===== src/rtl/mmio32_pkg.sv =====
// Shared constants for the MINISYS memory-mapped I/O responder.
package mmio32_pkg;

    localparam logic [21:0] IO_BASE = 22'h3FFFFF;

    localparam logic [9:0] OFF_LED          = 10'h060;
    localparam logic [9:0] OFF_SWITCH       = 10'h070;
    localparam logic [9:0] OFF_BUTTON       = 10'h074;
    localparam logic [9:0] OFF_TIMER_LOAD   = 10'h080;
    localparam logic [9:0] OFF_TIMER_COUNT  = 10'h084;
    localparam logic [9:0] OFF_TIMER_CTRL   = 10'h088;
    localparam logic [9:0] OFF_TIMER_STATUS = 10'h08C;

    localparam int CTRL_ENABLE      = 0;
    localparam int CTRL_AUTO_RELOAD = 1;
    localparam int STATUS_EXPIRED   = 0;

    typedef struct packed {
        logic auto_reload;
        logic enable;
    } timer_ctrl_t;

    // Word-granular match: byte-lane bits [1:0] never take part in decode.
    function automatic logic word_hit(input logic [9:0] addr, input logic [9:0] off);
        return addr[9:2] == off[9:2];
    endfunction

endpackage


===== src/rtl/mmio32_button_debounce.sv =====
// One push-button: 2-flop synchroniser followed by a stable-count debouncer.
module button_debounce
    import mmio32_pkg::*;
#(
    parameter int DEBOUNCE_CYCLES = 20000
) (
    input  logic clock,
    input  logic reset,
    input  logic raw,
    output logic value
);

    localparam int CW = $clog2(DEBOUNCE_CYCLES + 1);

    logic          sync0;
    logic          sync1;
    logic [CW-1:0] stable_cnt;

    always_ff @(posedge clock) begin
        if (reset) begin
            sync0      <= 1'b0;
            sync1      <= 1'b0;
            stable_cnt <= '0;
            value      <= 1'b0;
        end else begin
            sync0 <= raw;
            sync1 <= sync0;
            // Accept the new level on the last of DEBOUNCE_CYCLES differing cycles.
            if (sync1 != value) begin
                if (stable_cnt == CW'(DEBOUNCE_CYCLES - 1)) begin
                    value      <= sync1;
                    stable_cnt <= '0;
                end else begin
                    stable_cnt <= stable_cnt + 1'b1;
                end
            end else begin
                stable_cnt <= '0;
            end
        end
    end

endmodule


===== src/rtl/mmio32.sv =====
// MINISYS MMIO responder: LEDs, switches, debounced buttons and an optional
// countdown timer built only when MMIO_TIMER_EN is defined.
module mmio32
    import mmio32_pkg::*;
#(
    parameter int SW_WIDTH        = 24,
    parameter int BTN_WIDTH       = 5,
    parameter int DEBOUNCE_CYCLES = 20000
) (
    input  logic                 clock,
    input  logic                 reset,
    input  logic                 IORead,
    input  logic                 IOWrite,
    input  logic [9:0]           addr_low,
    input  logic [31:0]          write_data,
    output logic [31:0]          read_data,
    input  logic [SW_WIDTH-1:0]  switch_in,
    input  logic [BTN_WIDTH-1:0] button_in,
    output logic [SW_WIDTH-1:0]  led_out,
    output logic                 timer_irq
);

    logic [SW_WIDTH-1:0]  sw_sync0;
    logic [SW_WIDTH-1:0]  sw_sync1;
    logic [BTN_WIDTH-1:0] btn_value;
    logic                 unused_bits;

    assign unused_bits = ^{addr_low[1:0], write_data};

    always_ff @(posedge clock) begin
        if (reset) begin
            sw_sync0 <= '0;
            sw_sync1 <= '0;
            led_out  <= '0;
        end else begin
            sw_sync0 <= switch_in;
            sw_sync1 <= sw_sync0;
            if (IOWrite && word_hit(addr_low, OFF_LED))
                led_out <= write_data[SW_WIDTH-1:0];
        end
    end

    for (genvar i = 0; i < BTN_WIDTH; i++) begin : g_btn
        button_debounce #(
            .DEBOUNCE_CYCLES(DEBOUNCE_CYCLES)
        ) u_debounce (
            .clock(clock),
            .reset(reset),
            .raw  (button_in[i]),
            .value(btn_value[i])
        );
    end

`ifdef MMIO_TIMER_EN
    logic [31:0] timer_load;
    logic [31:0] timer_count;
    timer_ctrl_t timer_ctrl;
    logic        timer_expired;
    logic        expire_evt;

    assign expire_evt = timer_ctrl.enable && (timer_count == 32'd1);

    always_ff @(posedge clock) begin
        if (reset) begin
            timer_load    <= '0;
            timer_count   <= '0;
            timer_ctrl    <= '0;
            timer_expired <= 1'b0;
        end else begin
            if (IOWrite && word_hit(addr_low, OFF_TIMER_CTRL)) begin
                timer_ctrl.enable      <= write_data[CTRL_ENABLE];
                timer_ctrl.auto_reload <= write_data[CTRL_AUTO_RELOAD];
            end
            // A software load overrides whatever the counter would do this edge.
            if (IOWrite && word_hit(addr_low, OFF_TIMER_LOAD)) begin
                timer_load  <= write_data;
                timer_count <= write_data;
            end else if (timer_ctrl.enable && timer_count > 32'd1) begin
                timer_count <= timer_count - 32'd1;
            end else if (expire_evt) begin
                timer_count <= timer_ctrl.auto_reload ? timer_load : 32'd0;
            end
            // Set beats a simultaneous write-1-to-clear.
            if (expire_evt)
                timer_expired <= 1'b1;
            else if (IOWrite && word_hit(addr_low, OFF_TIMER_STATUS) && write_data[STATUS_EXPIRED])
                timer_expired <= 1'b0;
        end
    end

    assign timer_irq = timer_expired;
`else
    assign timer_irq = 1'b0;
`endif

    always_comb begin
        read_data = '0;
        if (IORead) begin
            if (word_hit(addr_low, OFF_LED))
                read_data[SW_WIDTH-1:0] = led_out;
            else if (word_hit(addr_low, OFF_SWITCH))
                read_data[SW_WIDTH-1:0] = sw_sync1;
            else if (word_hit(addr_low, OFF_BUTTON))
                read_data[BTN_WIDTH-1:0] = btn_value;
`ifdef MMIO_TIMER_EN
            else if (word_hit(addr_low, OFF_TIMER_LOAD))
                read_data = timer_load;
            else if (word_hit(addr_low, OFF_TIMER_COUNT))
                read_data = timer_count;
            else if (word_hit(addr_low, OFF_TIMER_CTRL))
                read_data[1:0] = timer_ctrl;
            else if (word_hit(addr_low, OFF_TIMER_STATUS))
                read_data[STATUS_EXPIRED] = timer_expired;
`endif
        end
    end

endmodule


===== config.mk =====
export PLATFORM = sky130hd
export DESIGN_NAME = mmio32
export DESIGN_NICKNAME = d
export VERILOG_FILES = /design/src/rtl/mmio32_pkg.sv /design/src/rtl/mmio32_button_debounce.sv /design/src/rtl/mmio32.sv
export SDC_FILE = /design/constraint.sdc
export NUM_CORES = 1
export LEC_CHECK = 0
export ABC_AREA = 1
export BUFFER_PORTS_ARGS = -buffer_cell sky130_fd_sc_hd__buf_2
export CAP_MARGIN = 0
export CORE_ASPECT_RATIO = 2
export CORE_MARGIN = 2
export CORE_UTILIZATION = 60
export CTS_CLUSTER_SIZE = 10
export DETAILED_ROUTE_END_ITERATION = 7
export PLACE_DENSITY = 0.83
export SLEW_MARGIN = 20
export SYNTH_ARGS = -nofsm -noshare
export SYNTH_HDL_FRONTEND = slang
export SYNTH_SLANG_ARGS = --single-unit

===== constraint.sdc =====
create_clock -name clock -period 3.6 [get_ports clock]
set_input_delay 0.54 -clock clock [delete_from_list [all_inputs] [get_ports clock]]
set_output_delay 0.54 -clock clock [all_outputs]
set_load 0.005 [all_outputs]

==> flow_metrics.env <==
export IMPL_status="complete, no violations"
export IMPL_synthCells=1037
export IMPL_placed_area_um2=7730
export IMPL_cp_required_ns=3.06
export IMPL_drt_pass1_iterations=5
export IMPL_crit_type="in2out"
export IMPL_fin_crit_sh_pct=74.3
export IMPL_ctsHoldBuffers=0
export IMPL_setup_worst_path_start_class="input port"
export IMPL_grt_first_pass_wirelength_um=25600
export IMPL_finalNetCount=1224
export IMPL_routed_wl_um=15900
export IMPL_cp_slowest_cell="and2_1"
export IMPL_die_area_um2=12900
export IMPL_layout_drive_gt1_share_pct=14.5
export IMPL_core_um2=11700
export IMPL_hold_viol=0
export IMPL_port_buffers=112
export IMPL_fmax_mhz=374
export IMPL_seq_area_frac_synth_pct=45.2
export IMPL_crit_arrival_ns=2.14
export IMPL_numClockSinks=162
export IMPL_synth_top_cell_by_area="dfxtp_1"
export IMPL_synth_seq_cells=162
export IMPL_design_area_um2=8350
export IMPL_drc=0
export IMPL_dr_first_iter_drc_count=349
export IMPL_io_pins=132
export IMPL_start_util_pct=61.3
export IMPL_slew_headroom_pct=30.5
export IMPL_die_w_um=81.3
export IMPL_post_cts_buffers=0
export IMPL_cts_resized_gates=0
export IMPL_clkTransAtPathRegs_ns=0.06
export IMPL_clk_latency_ns=0.42
export IMPL_synthTopCellsByArea="dfxtp_1, nor2_1, nand2_1"
export IMPL_die_h_um=159
export IMPL_cts_root_buf="clkbuf_16"
export IMPL_synthDistinctLibCells=32
export IMPL_final_setup_skew_ns=0.0102
export IMPL_ctsHtreeMaxLevel=4
export IMPL_synthToLayoutAreaGrowth_pct=16.5
export IMPL_gr_total_overflow=0
export IMPL_gr_usage_all_layers_pct=25.5
export IMPL_synth_area_um2=7170
export IMPL_yosys_area_top_type_share_pct=45.2
export IMPL_irDropWorstVdd_v=0.000567
export IMPL_numCtsBuffers=17
export IMPL_cts_tree="built"
export IMPL_path_max_fanout=19
export IMPL_slew_violations=0
export IMPL_hp_class="in2reg"
export IMPL_ys_warnings_count=0
export IMPL_rows=56
export IMPL_antenna_found_initial=0
export IMPL_grt_max_degree=47
export IMPL_avgSynthCellArea_um2=6.91
export IMPL_place_hpwl_um=11100
export IMPL_setup_tns_ns=0
export IMPL_detail_route_antenna_nets=0
export IMPL_grt_pass1_vias=5988
export IMPL_end_kind="output port"
export IMPL_fin_crit_ns=2.68
export IMPL_wl_per_cell_um=12.2
export IMPL_gp_congestion=0.891
export IMPL_cpMostUsedCell="buf_2"
export IMPL_worst_pin_slew_ns=1.04
export IMPL_via_per_inst=4.96
export IMPL_cpPeakStageDelay_ns=0.65
export IMPL_vias=6466
export IMPL_cts_buffer_depth=2
export IMPL_cap_violations=0
export IMPL_power_density_nw_per_um2=458
export IMPL_crit_chain="buf_2 -> inv_1 -> nand2_2 -> nor2_8 -> and2_1 -> nand2_1 -> a21oi_1 -> buf_2"
export IMPL_p_leak_nw=3.71
export IMPL_setup_viol_count_final=0
export IMPL_rsz0062_at_grt="false"
-- logic make-up after synthesis --
kind of cell	Yosys count	synth area share, %
flops	162	45.2
simple gates	579	34.0
compound gates	61	4.36
fa+ha+maj	5	0.873
other cells	1	0.0523
buf+inv	199	11.8
xor+xnor	30	3.67
-- critical path: cells and delay by family --
family	cells	cell delay [ns]
AND/OR/NAND/NOR	4	1.10
buffers and inverters	3	0.30
AO/OA/AOI/OAI	1	0.18
-- registers in the layout, indices dropped and copies added, names as in the netlist --
signal,flops
sw_sync1,24
g_btn.u_debounce.stable_cnt,75
led_out,24
g_btn.u_debounce.sync0,5
g_btn.u_debounce.value,5
g_btn.u_debounce.sync1,5
sw_sync0,24
-- metal layers --
metal,share of wire [%],vias up,GRT usage (%)
met5,0,-,0
met4,4.0,0,13.2
met3,4.4,51,6.18
met2,54,182,47.3
met1,37,2893,25.3
li1,-,3340,-
-- cells in the final DEF (no fill, tap or decap), drive strengths merged --
master | netlist | final
nand3 | 75 | 75
xnor2 | 11 | 11
nand2 | 230 | 230
or2 | 2 | 2
bufinv | 0 | 3
clkinv | 2 | 7
a21oi | 53 | 53
xor2 | 19 | 19
o21a | 1 | 1
diode | 0 | 1
inv | 162 | 166
nand3b | 5 | 5
o21ai | 5 | 5
clkbuf | 4 | 19
conb | 1 | 9
nand4 | 21 | 21
clkinvlp | 0 | 1
o21bai | 2 | 2
ha | 5 | 5
and2 | 1 | 1
dfxtp | 162 | 162
nor3 | 5 | 5
buf | 31 | 115
nor2 | 240 | 240
-- worst paths after layout --
check,slack [ns],endpoint,start,cells past startpoint
setup reg to reg,1.93,g_btn[2].u_debounce.stable_cnt[7],g_btn[2].u_debounce.stable_cnt[0],6
hold reg to reg,0.40,sw_sync1[4],sw_sync0[4],2
hold / removal,0.32,sw_sync0[20],switch_in[20],3
setup / recovery,0.92,read_data[9],addr_low[7],8
-- synth_stat cells (all sizes together) --
| master | n |
|---|---|
| o21a | 1 |
| or2 | 2 |
| nor2 | 240 |
| ha | 5 |
| conb | 1 |
| nor3 | 5 |
| o21ai | 5 |
| nand4 | 21 |
| inv | 162 |
| and2 | 1 |
| o21bai | 2 |
| dfxtp | 162 |
| nand3b | 5 |
| buf | 31 |
| nand2 | 230 |
| clkinv | 2 |
| nand3 | 75 |
| xor2 | 19 |
| clkbuf | 4 |
| a21oi | 53 |
| xnor2 | 11 |
-- per-stage QoR --
step           utilization [%]  total power, mW  std cells  setup slack, ns  hold WS, ns
2_1_floorplan                -             1.95       1045             1.66        0.388
3_3_place_gp              66.1             1.99       1270            0.950        0.389
3_5_place_dp              66.1             1.99       1270            0.943        0.393
4_1_cts                   71.3             3.84       1302            0.898        0.311
5_1_grt                   71.3             3.94       1302            0.748        0.315
6_report                  71.4             3.82       1303            0.924        0.320
-- final cells by class --
| type | count | area, um^2 |
|---|---|---|
| antenna | 1 | 2.50 |
| clock buffer | 19 | 443 |
| clock inverter | 13 | 173 |
| fill | 976 | 3350 |
| inverter | 164 | 617 |
| multi-input combinational | 684 | 3110 |
| sequential | 162 | 3240 |
| tap | 145 | 181 |
| timing repair buffer | 115 | 583 |
-- where the power goes --
group          leakage, nW  switching, mW  internal, mW
sequential            1.32         0.0124          1.82
combinational         2.09         0.0712        0.0464
clock                0.299          0.746          1.12
No activity file was read; power rests on OpenSTA's default activity.
